--- config.mk ---
export PLATFORM = sky130hd
export DESIGN_NAME = pcm_player
export DESIGN_NICKNAME = d
export VERILOG_FILES = /design/src/rtl/pcm_pkg.sv /design/src/rtl/pcm_player_volume.sv /design/src/rtl/pcm_player.sv
export SDC_FILE = /design/constraint.sdc
export NUM_CORES = 1
export LEC_CHECK = 0
export BUFFER_PORTS_ARGS = -buffer_cell sky130_fd_sc_hd__buf_2
export CAP_MARGIN = 5
export CORE_MARGIN = 10
export CORE_UTILIZATION = 51
export DETAILED_ROUTE_END_ITERATION = 8
export PLACE_DENSITY = 0.76
export SYNTH_ARGS = -nofsm -noshare
export SYNTH_HDL_FRONTEND = slang
export SYNTH_HIERARCHICAL = 1
export SYNTH_SLANG_ARGS = --single-unit
--- constraint.sdc ---
create_clock -name clk -period 2.1 [get_ports clk]
set_input_delay 0 -clock clk [delete_from_list [all_inputs] [get_ports clk]]
set_output_delay 0 -clock clk [all_outputs]
set_load 0.02 [all_outputs]
--- src/rtl/pcm_pkg.sv ---
`default_nettype none
// ============================================================================
// Module      : pcm_pkg
// Description : Shared definitions for the PCM player: fetch FSM state
//               encoding, playback-rate clamp constant, volume gain table
//               and small sample helpers.
// Revision    : 1.0 - initial release
// ============================================================================
package pcm_pkg;

  // Fetch sequencer states. Bracketed states of the fetch sequence are
  // skipped according to the sample format latched at fetch start.
  typedef enum logic [2:0] {
    ST_IDLE   = 3'd0,
    ST_L_LO   = 3'd1,
    ST_L_HI   = 3'd2,
    ST_R_LO   = 3'd3,
    ST_R_HI   = 3'd4,
    ST_UPDATE = 3'd5
  } state_t;

  // Largest effective rate increment: one fetch per output slot.
  localparam logic [7:0] RATE_MAX = 8'd128;

  // Gain in 1/128 units, index 0 mutes, index 15 is unity. Monotonic.
  localparam logic [7:0] VOL_GAIN [0:15] = '{
    8'd0,   8'd1,   8'd2,   8'd4,
    8'd8,   8'd12,  8'd16,  8'd24,
    8'd32,  8'd48,  8'd64,  8'd80,
    8'd96,  8'd104, 8'd112, 8'd128
  };

  function automatic logic [7:0] clamp_rate(input logic [7:0] r);
    return (r > RATE_MAX) ? RATE_MAX : r;
  endfunction

  // 8-bit samples are signed and left-justified; 16-bit samples arrive
  // low byte first.
  function automatic logic [15:0] build_sample(input logic [7:0] lo,
                                               input logic [7:0] hi,
                                               input logic       is16);
    return is16 ? {hi, lo} : {lo, 8'h00};
  endfunction

endpackage
`default_nettype wire

--- src/rtl/pcm_player_volume.sv ---
`default_nettype none
// ============================================================================
// Module      : pcm_volume
// Description : Per-channel gain stage with a single output register.
//               The register loads only on 'load', so the output holds
//               the last complete sample between updates.
//               Build option PCM_VOLUME_EN: when defined, the output is
//               (sample * VOL_GAIN[volume]) >>> 7; when undefined, volume
//               is ignored and the sample passes at unity with the same
//               one-register latency and no multiplier.
// Ports       : clk, rst        - clock, asynchronous active-high reset
//               load            - capture a new sample this cycle
//               sample_in [15:0]- signed input sample
//               volume [3:0]    - gain index
//               sample_out[15:0]- registered signed output
// Revision    : 1.0 - initial release
// ============================================================================
module pcm_volume
  import pcm_pkg::*;
(
  input  logic        clk,
  input  logic        rst,
  input  logic        load,
  input  logic [15:0] sample_in,
  input  logic [3:0]  volume,
  output logic [15:0] sample_out
);

  logic [15:0] scaled;

`ifdef PCM_VOLUME_EN
  // 16-bit signed times 9-bit non-negative gain; bits [22:7] are the
  // result of the >>> 7, and unity gain (128) cannot overflow.
  logic signed [24:0] prod;
  logic               unused_prod;

  assign prod        = $signed(sample_in) * $signed({1'b0, VOL_GAIN[volume]});
  assign scaled      = prod[22:7];
  assign unused_prod = ^{prod[24:23], prod[6:0]};
`else
  logic unused_volume;

  assign scaled        = sample_in;
  assign unused_volume = ^volume;
`endif

  always_ff @(posedge clk or posedge rst) begin
    if (rst) begin
      sample_out <= 16'h0000;
    end else if (load) begin
      sample_out <= scaled;
    end
  end

endmodule
`default_nettype wire

--- src/rtl/pcm_player.sv ---
`default_nettype none
// ============================================================================
// Module      : pcm_player
// Description : PCM sample player. A fractional rate accumulator decides on
//               each DAC slot whether a new sample is fetched from a FWFT
//               byte FIFO. Samples may be 8-bit signed or 16-bit
//               little-endian, mono or interleaved stereo. Both channels
//               update together through per-channel gain stages.
//               Build option PCM_VOLUME_EN enables volume scaling (see
//               pcm_volume); otherwise samples pass at unity.
// Ports       : clk, rst          - clock, asynchronous active-high reset
//               next_sample       - DAC slot strobe
//               rate [7:0]        - playback increment (>128 clamps to 128)
//               mode_stereo       - interleaved L/R samples
//               mode_16bit        - 16-bit LE samples (else 8-bit signed)
//               volume [3:0]      - gain index
//               fifo_rddata [7:0] - FIFO head byte
//               fifo_empty        - FIFO has no byte
//               fifo_read         - pop head byte
//               left_audio [15:0] - signed left sample
//               right_audio[15:0] - signed right sample
//               underrun          - pulse on failed or dropped fetch
// Revision    : 1.0 - initial release
// ============================================================================
module pcm_player
  import pcm_pkg::*;
#(
  parameter int ACC_WIDTH = 7
) (
  input  logic        clk,
  input  logic        rst,
  input  logic        next_sample,
  input  logic [7:0]  rate,
  input  logic        mode_stereo,
  input  logic        mode_16bit,
  input  logic [3:0]  volume,
  input  logic [7:0]  fifo_rddata,
  input  logic        fifo_empty,
  output logic        fifo_read,
  output logic [15:0] left_audio,
  output logic [15:0] right_audio,
  output logic        underrun
);

  // Sum is wide enough for the largest accumulator plus the clamped rate.
  localparam int SUM_W = ((ACC_WIDTH > 8) ? ACC_WIDTH : 8) + 1;

  state_t               state;
  logic [ACC_WIDTH-1:0] acc;
  logic                 lat_stereo;
  logic                 lat_16bit;
  logic [7:0]           l_lo, l_hi, r_lo, r_hi;

  logic [7:0]           rate_eff;
  logic [SUM_W-1:0]     sum;
  logic                 fetch_req;
  logic                 byte_state;
  logic                 load;
  logic [15:0]          sample_l;
  logic [15:0]          sample_r;

  assign rate_eff  = clamp_rate(rate);
  assign sum       = SUM_W'(acc) + SUM_W'(rate_eff);
  // Any bit above the fraction is a carry and requests a fetch.
  assign fetch_req = next_sample && (sum[SUM_W-1:ACC_WIDTH] != '0);

  assign byte_state = (state == ST_L_LO) || (state == ST_L_HI) ||
                      (state == ST_R_LO) || (state == ST_R_HI);

  // The FIFO is first-word-fall-through, so the pop must coincide with the
  // cycle in which the head byte is captured.
  assign fifo_read = byte_state && !fifo_empty;

  assign load     = (state == ST_UPDATE);
  assign sample_l = build_sample(l_lo, l_hi, lat_16bit);
  assign sample_r = lat_stereo ? build_sample(r_lo, r_hi, lat_16bit) : sample_l;

  always_ff @(posedge clk or posedge rst) begin
    if (rst) begin
      state      <= ST_IDLE;
      acc        <= '0;
      lat_stereo <= 1'b0;
      lat_16bit  <= 1'b0;
      l_lo       <= 8'h00;
      l_hi       <= 8'h00;
      r_lo       <= 8'h00;
      r_hi       <= 8'h00;
      underrun   <= 1'b0;
    end else begin
      underrun <= 1'b0;

      if (next_sample) begin
        acc <= sum[ACC_WIDTH-1:0];
      end

      // A request arriving while a fetch is in progress is lost.
      if (fetch_req && (state != ST_IDLE)) begin
        underrun <= 1'b1;
      end

      case (state)
        ST_IDLE: begin
          if (fetch_req) begin
            lat_stereo <= mode_stereo;
            lat_16bit  <= mode_16bit;
            state      <= ST_L_LO;
          end
        end

        // In every byte state an empty FIFO aborts the fetch; bytes
        // already popped are simply never used.
        ST_L_LO: begin
          if (fifo_empty) begin
            underrun <= 1'b1;
            state    <= ST_IDLE;
          end else begin
            l_lo <= fifo_rddata;
            if (lat_16bit) begin
              state <= ST_L_HI;
            end else if (lat_stereo) begin
              state <= ST_R_LO;
            end else begin
              state <= ST_UPDATE;
            end
          end
        end

        ST_L_HI: begin
          if (fifo_empty) begin
            underrun <= 1'b1;
            state    <= ST_IDLE;
          end else begin
            l_hi  <= fifo_rddata;
            state <= lat_stereo ? ST_R_LO : ST_UPDATE;
          end
        end

        ST_R_LO: begin
          if (fifo_empty) begin
            underrun <= 1'b1;
            state    <= ST_IDLE;
          end else begin
            r_lo  <= fifo_rddata;
            state <= lat_16bit ? ST_R_HI : ST_UPDATE;
          end
        end

        ST_R_HI: begin
          if (fifo_empty) begin
            underrun <= 1'b1;
            state    <= ST_IDLE;
          end else begin
            r_hi  <= fifo_rddata;
            state <= ST_UPDATE;
          end
        end

        ST_UPDATE: begin
          state <= ST_IDLE;
        end

        default: begin
          state <= ST_IDLE;
        end
      endcase
    end
  end

  // Both channels load on the same UPDATE cycle, so the pair changes
  // together one cycle later.
  pcm_volume u_vol_left (
    .clk        (clk),
    .rst        (rst),
    .load       (load),
    .sample_in  (sample_l),
    .volume     (volume),
    .sample_out (left_audio)
  );

  pcm_volume u_vol_right (
    .clk        (clk),
    .rst        (rst),
    .load       (load),
    .sample_in  (sample_r),
    .volume     (volume),
    .sample_out (right_audio)
  );

endmodule
`default_nettype wire

# [After elaboration in Yosys (flattened, before gate mapping)]
# Cells that the tools add are included.
[word_totals] word_cells=52 register_bits=77 output_inout_bits=34 inputBits=26
[op_classes] bitwise=1 add_sub_neg=1 reduce_logical=16 n_mux=16 n_eq_ne=6 magnitude_cmp=1
[op_table] op="16-bit two-way mux" count=3
[op_table] op="3-bit two-way mux" count=7
[op_table] op="3-bit case mux with 5 select lines" count=1
[op_table] op="2-bit AND reduction" count=5
[op_table] op="7-bit by 8-bit adder with 9-bit output" count=1
[op_table] op="8-bit greater-than comparator, second input constant" count=1
[op_table] op="8-bit two-way mux" count=1
[op_table] op="3-bit by 2-bit == test with 1-bit output, second input constant" count=2
[op_table] op="3-bit == test, second input constant" count=2
[op_table] op="1-bit two-way mux" count=4
[op_table] op="4-bit OR reduction" count=1
[op_table] op="3-bit by 1-bit == test with 1-bit output, second input constant" count=1
[op_table] op="1-bit logical AND" count=3
[op_table] op="3-bit logical NOT" count=1
[op_table] op="1-bit logical OR" count=3
[op_table] op="3-bit nonzero test" count=1
[op_table] op="2-bit inequality test, second input constant" count=1
[op_table] op="2-bit nonzero test" count=1
[op_table] op="1-bit logical NOT" count=1
[op_table] op="1-bit inverter" count=1

# [Depth between registers and ports, before layout]
[depth] depth_word=9 ltp_mapped=9

# [By module]
# The synthesis kept the hierarchy.
[modules_own_cells] mod="pcm_player" cells_per_inst=239 area_each_um2=2701.3 n_inst=1
[modules_own_cells] mod="pcm_volume" cells_per_inst=35 area_each_um2=653.1 n_inst=2

# [Worst setup path after synthesis]
# OpenSTA, ideal clock, no wires.
[synth_path] path_kind="flip-flop to flip-flop" startpoint="reg acc[0]" endpoint="reg lat_16bit" required_time_ns=1.975 period_less_slack_ns=2.094 path_stages_with_launch=9 arrival_ns=1.969 path_buffers=0 path_slack_ns=0.006 path_cell_list="dfrtp_1 -> ha_1 -> inv_1 -> fa_1 -> nand2b_1 -> a211o_2 -> nand3_1 -> o2111ai_2 -> mux2_4"
[synth_between] elab_chain_len=4
[synth_rtl] item="from (decl)" line_no="pcm_player.sv:49" source="logic [ACC_WIDTH-1:0] acc;"
[synth_rtl] item="from (signal assigned)" line_no="pcm_player.sv:93" source="acc <= sum[ACC_WIDTH-1:0];"
[synth_rtl] item="7-bit by 8-bit adder with 9-bit output" line_no="pcm_player.sv:63" source="assign sum = SUM_W'(acc) + SUM_W'(rate_eff);"
[synth_rtl] item="2-bit nonzero test" line_no="pcm_player.sv:65" source="assign fetch_req = next_sample && (sum[SUM_W-1:ACC_WIDTH] != '0);"
[synth_rtl] item="1-bit logical AND" line_no="pcm_player.sv:65"
[synth_rtl] item="2-bit AND reduction (no line)"
[synth_rtl] item="to (signal assigned)" line_no="pcm_player.sv:105" source="lat_16bit <= mode_16bit;"
[synth_rtl] item="to (decl)" line_no="pcm_player.sv:51" source="logic lat_16bit;"
# No other way between the ends.
# A chain may end at the register's enable or synchronous reset.

# [Final worst setup path]
[layout_path] startpoint="reg acc[1]" endpoint="reg lat_stereo"
[layout_between] elab_chain_len=4
[layout_rtl] item="7-bit by 8-bit adder with 9-bit output" line_no="pcm_player.sv:63"
[layout_rtl] item="2-bit nonzero test" line_no="pcm_player.sv:65"
[layout_rtl] item="1-bit logical AND" line_no="pcm_player.sv:65"
[layout_rtl] item="2-bit AND reduction (no line)"
[layout_rtl] item="to (signal assigned)" line_no="pcm_player.sv:104" source="lat_stereo <= mode_stereo;"
[layout_rtl] item="to (decl)" line_no="pcm_player.sv:50" source="logic lat_stereo;"
# No other way between the ends.

==> reports/qor.log <==
INFO  run_status     run_status=completed
INFO  synth          dominant_cell_by_count_in_the_synthesized_netlist=sky130_fd_sc_hd__dfrtp_1
INFO  clocking       clock_slew_at_reported_path_ffs=0.08ns
INFO  timing         fin_worst_skew=0.0155ns
INFO  worst_setup_path worst_path_max_delay_cell=sky130_fd_sc_hd__or4_4
INFO  timing         setup_repair_after_global_routing_missed_its_margin=yes
INFO  floorplan      start_util=0.521
INFO  synth          postSynthAreaPerCell=13.0squm
INFO  clocking       clk-insertion-delay-late=0.36ns
INFO  layout         antenna-diode-count=0
INFO  synth          number_of_distinct_library_cell_variants_in_the_gate_level_netlist_after_synthesis=40
INFO  hold_path      min_from=fifo_empty
INFO  layout         finalNonFillerCells=497
INFO  floorplan      num_rows=32
INFO  synth          synth_commonest_cells=sky130_fd_sc_hd__dfrtp_1, sky130_fd_sc_hd__mux2_2, sky130_fd_sc_hd__nor2_1, sky130_fd_sc_hd__mux2_4, sky130_fd_sc_hd__mux2i_1
INFO  clocking       cts-htree-levels=3
INFO  floorplan      chipWidth=109microns
INFO  route          final_antenna_net_count=0
INFO  worst_setup_path critical_path_data_arrival_time=2.33ns
INFO  pwr            pwr-share-comb=0.481
INFO  synth          postSynthCellCount=309
INFO  timing         post-route-worst-setup-slack=0.0143ns
INFO  worst_setup_path crit_required=2.34ns
INFO  timing         worst_slew_pin_slew=0.725ns
INFO  pwr            leakage=0.00226uW
INFO  route          detailroute.wirelength.met2=3.93mm
INFO  worst_setup_path crit_path_start_kind=register
INFO  clocking       cts_buffers=9
INFO  route          met3WireLength=548microns
INFO  worst_setup_path critPathMaxFanout=2
INFO  worst_setup_path timing.reg2reg.worst_path_depth=7
INFO  layout         final_nets=424
INFO  worst_setup_path critical-path-top-delay-family=simple AND/OR/NAND/NOR gates
INFO  grt            grt_first_pass_wirelength=14.3mm
INFO  placement      buffer_ports.inserted=55
INFO  grt            grt_max_degree=46
INFO  timing         fin_tns_setup=0ns
INFO  placement      place.detailed.hpwl=5.95mm
INFO  worst_setup_path critPathMaxStageDelay=0.44ns
INFO  pwr            internal-power=4520uW
INFO  pwr            ir_worst_vdd=0.519mV
INFO  timing         achievable-frequency=0.479GHz
INFO  placement      placedCellCount=469
INFO  route          route.vias.total=2628
INFO  route          drc=0
INFO  grt            globalRouteTotalUtil=0.153
INFO  timing         worst_slew_margin_rel=0.516
INFO  pwr            swShare=0.384
INFO  synth          netlist.top_cell.by_area=sky130_fd_sc_hd__dfrtp_1
INFO  clocking       cts_root_buffer=sky130_fd_sc_hd__clkbuf_8
INFO  synth          synth_async_sr_flop_share=1.00
INFO  route          dr.pass1.iters=4
INFO  hold_path      holdCritPathClass=in -> reg
INFO  flow_run       drv_cap=0
INFO  layout         layout-area-overhead-vs-synth=20.2%
INFO  worst_setup_path timing.setup.critical_path_class=reg -> reg
INFO  synth          synthesis.area=4010squm
INFO  timing         report.final.slew_viol_count=0
INFO  worst_setup_path crit-reg2reg-capture=lat_stereo$_DFFE_PP0P_
INFO  clocking       cts.path.max_buffers=2
INFO  floorplan      dieArea=11800squm
INFO  floorplan      die_h=109microns
INFO  synth          yosys-top-cells-area=sky130_fd_sc_hd__dfrtp_1, sky130_fd_sc_hd__mux2_2, sky130_fd_sc_hd__mux2_4
INFO  layout         sequential_cell_area=1930squm
INFO  synth          ys_seq_elements=77
INFO  layout         stdcell_area=4820squm
INFO  worst_setup_path r2r_start=acc[1]$_DFFE_PP0P_
INFO  hold_path      holdPathStages=3
INFO  route          vias_per_cell=5.29
INFO  layout         proportion_of_layout_cells_with_a_drive_suffix_above_1=0.478
INFO  placement      placed_area=4400squm
INFO  worst_setup_path crit_path_cell_trace=buf_4 > ha_4 > a211oi_4 > nor3_2 > or4_4 > o2111ai_4 > mux2_4
INFO  placement      dpl_worst_slack=-0.0547ns
INFO  layout         multi_input_comb_area=1990squm
INFO  worst_setup_path critPathBufInv=1
INFO  pwr            pwr_cell_area=1520nW/um^2
INFO  timing         holdWs=0.00766ns
INFO  synth          dominantRegCellSynth=sky130_fd_sc_hd__dfrtp_1
INFO  pwr            p_switching=2810uW
INFO  route          detail_route.wirelength=8.64mm
INFO  grt            overflow=0
INFO  timing         finalHoldViolCount=0
INFO  pwr            clock_power_share=0.154
INFO  grt            vias_in_the_first_global_route=2781
INFO  floorplan      core-area=7690squm
INFO  timing         period_share=0.993
INFO  worst_setup_path endpoint_kind=register
INFO  pwr            sequentialPowerShare=0.364
INFO  timing         setup_viol=0
INFO  synth          synthDominantCellAreaShare=0.481
INFO  route          wl_met1=4.04mm
INFO  floorplan      num_io_pins=60
INFO  hold_path      worst_hold_path.endpoint=underrun$_DFF_PP0_
INFO  route          top_signal_layer_used=met4
INFO  clocking       cts_tree=built
INFO  synth          synth.net_count=343
INFO  timing         period_minus_slack=2.09ns
INFO  worst_setup_path reg2reg_setup_slack=0.01ns
INFO  grt            antenna_found_initial=0
INFO  clocking       clock_sinks=77
INFO  placement      gp_congestion=0.858
INFO  route          drt_first_iter_violations=133
INFO  synth          synth_edf_count=0
INFO  synth          yosys_warnings=6
INFO  synth          seq_area_frac_synth=0.481
INFO  layout         fillers=632
INFO  route          routed_wl_per_cell=17.4microns
-- final cells by class --
class / count / area share
clock buffers: 10 / 0.0265
clock inverters: 6 / 0.0148
inverters: 8 / 0.00624
multi-input cells: 209 / 0.414
flip-flops and latches: 77 / 0.400
well taps: 102 / 0.0265
repair buffers: 85 / 0.112
-- tightest hold or removal path: stages --
cell and delay (ns):
sky130_fd_sc_hd__buf_2 0.18, sky130_fd_sc_hd__nand2_1 0.08, sky130_fd_sc_hd__o21ai_1 0.05
-- how the worst max path moves through the flow --
stage	slack, ns	endpoint	cells past startpoint	start
after global placement	-0.03	lat_16bit$_DFFE_PP0P_	6	acc[1]$_DFFE_PP0P_
final	0.01	lat_stereo$_DFFE_PP0P_	7	acc[1]$_DFFE_PP0P_
after global routing	-0.07	lat_16bit$_DFFE_PP0P_	8	acc[0]$_DFFE_PP0P_
after floorplan	0.006	lat_16bit$_DFFE_PP0P_	8	acc[0]$_DFFE_PP0P_
after CTS	0.008	lat_16bit$_DFFE_PP0P_	5	acc[6]$_DFFE_PP0P_
after detailed placement	-0.05	lat_16bit$_DFFE_PP0P_	6	acc[1]$_DFFE_PP0P_
-- per-layer routing --
metal	GRT usage	vias up
met5	0	-
met4	0.0424	0
met3	0.0501	14
met2	0.235	64
met1	0.204	1295
li1	-	1255
-- sequential cells by signal, summed over array words and instances, names as in the netlist --
signal and cells:
r_hi 8, state 3, lat_16bit 1, lat_stereo 1, u_vol_right/sample_out 16, r_lo 8
acc 7, l_hi 8, u_vol_left/sample_out 16, l_lo 8, underrun 1
-- repair_timing --
item / CTS / global route
resized for setup: 8 / 5
pin swaps: 3 / 0
buffers inserted: 1 / 0
hold endpoints to repair: 111 / 0
endpoints found under the setup margin: 2 / 3
hold buffers: 11 / 0
-- kinds of logic (layout without fill, tap and decap cells) --
| kind of cell | Yosys count | count (layout) | synth area share |
|---|---|---|---|
| adders and majority gates | 9 | 9 | 0.0293 |
| and+or+nand+nor | 68 | 68 | 0.0987 |
| muxes | 96 | 96 | 0.285 |
| DFF | 77 | 77 | 0.481 |
| AOI/OAI and AO/OA | 33 | 33 | 0.0518 |
| xor gates and xnor gates | 3 | 3 | 0.00656 |
| buffers and inverters | 23 | 109 | 0.0478 |
-- metrics by stage --
stage,total power (uW),util
final,7330,0.626
after global routing,7830,0.626
after CTS,7300,0.621
after detailed placement,6030,0.573
after global placement,5910,0.573
after floorplan,5210,-
-- power groups by stage --
stage / registers, uW / clock network, uW / logic (uW)
detailed placement: 2680 / 0 / 3360
floorplan: 2820 / 0 / 2390
global route: 2770 / 1230 / 3840
CTS: 2650 / 1150 / 3490
finish: 2670 / 1130 / 3530
global placement: 2630 / 0 / 3290
-- cells in the final DEF, fill, tap and decap left out, types with 2 or more instances in the layout --
cell	n
sky130_fd_sc_hd__o21ai_1	3
sky130_fd_sc_hd__o21ai_0	4
sky130_fd_sc_hd__buf_4	18
sky130_fd_sc_hd__nor3_1	2
sky130_fd_sc_hd__inv_1	7
sky130_fd_sc_hd__mux2_2	57
sky130_fd_sc_hd__nor3_2	3
sky130_fd_sc_hd__mux2_4	22
sky130_fd_sc_hd__a21oi_1	16
sky130_fd_sc_hd__dlygate4sd3_1	11
sky130_fd_sc_hd__ha_4	3
sky130_fd_sc_hd__nor2_1	25
sky130_fd_sc_hd__clkinvlp_4	2
sky130_fd_sc_hd__a21o_1	2
sky130_fd_sc_hd__nor2b_1	8
sky130_fd_sc_hd__clkinv_4	2
sky130_fd_sc_hd__xnor2_1	3
sky130_fd_sc_hd__mux2i_1	17
sky130_fd_sc_hd__clkbuf_8	9
sky130_fd_sc_hd__dfrtp_1	77
sky130_fd_sc_hd__nor4b_4	3
sky130_fd_sc_hd__and2_1	8
sky130_fd_sc_hd__ha_1	3
sky130_fd_sc_hd__nand2b_1	3
sky130_fd_sc_hd__nand2_1	9
sky130_fd_sc_hd__buf_2	55
Note: power is estimated with default switching activity, not from simulation.
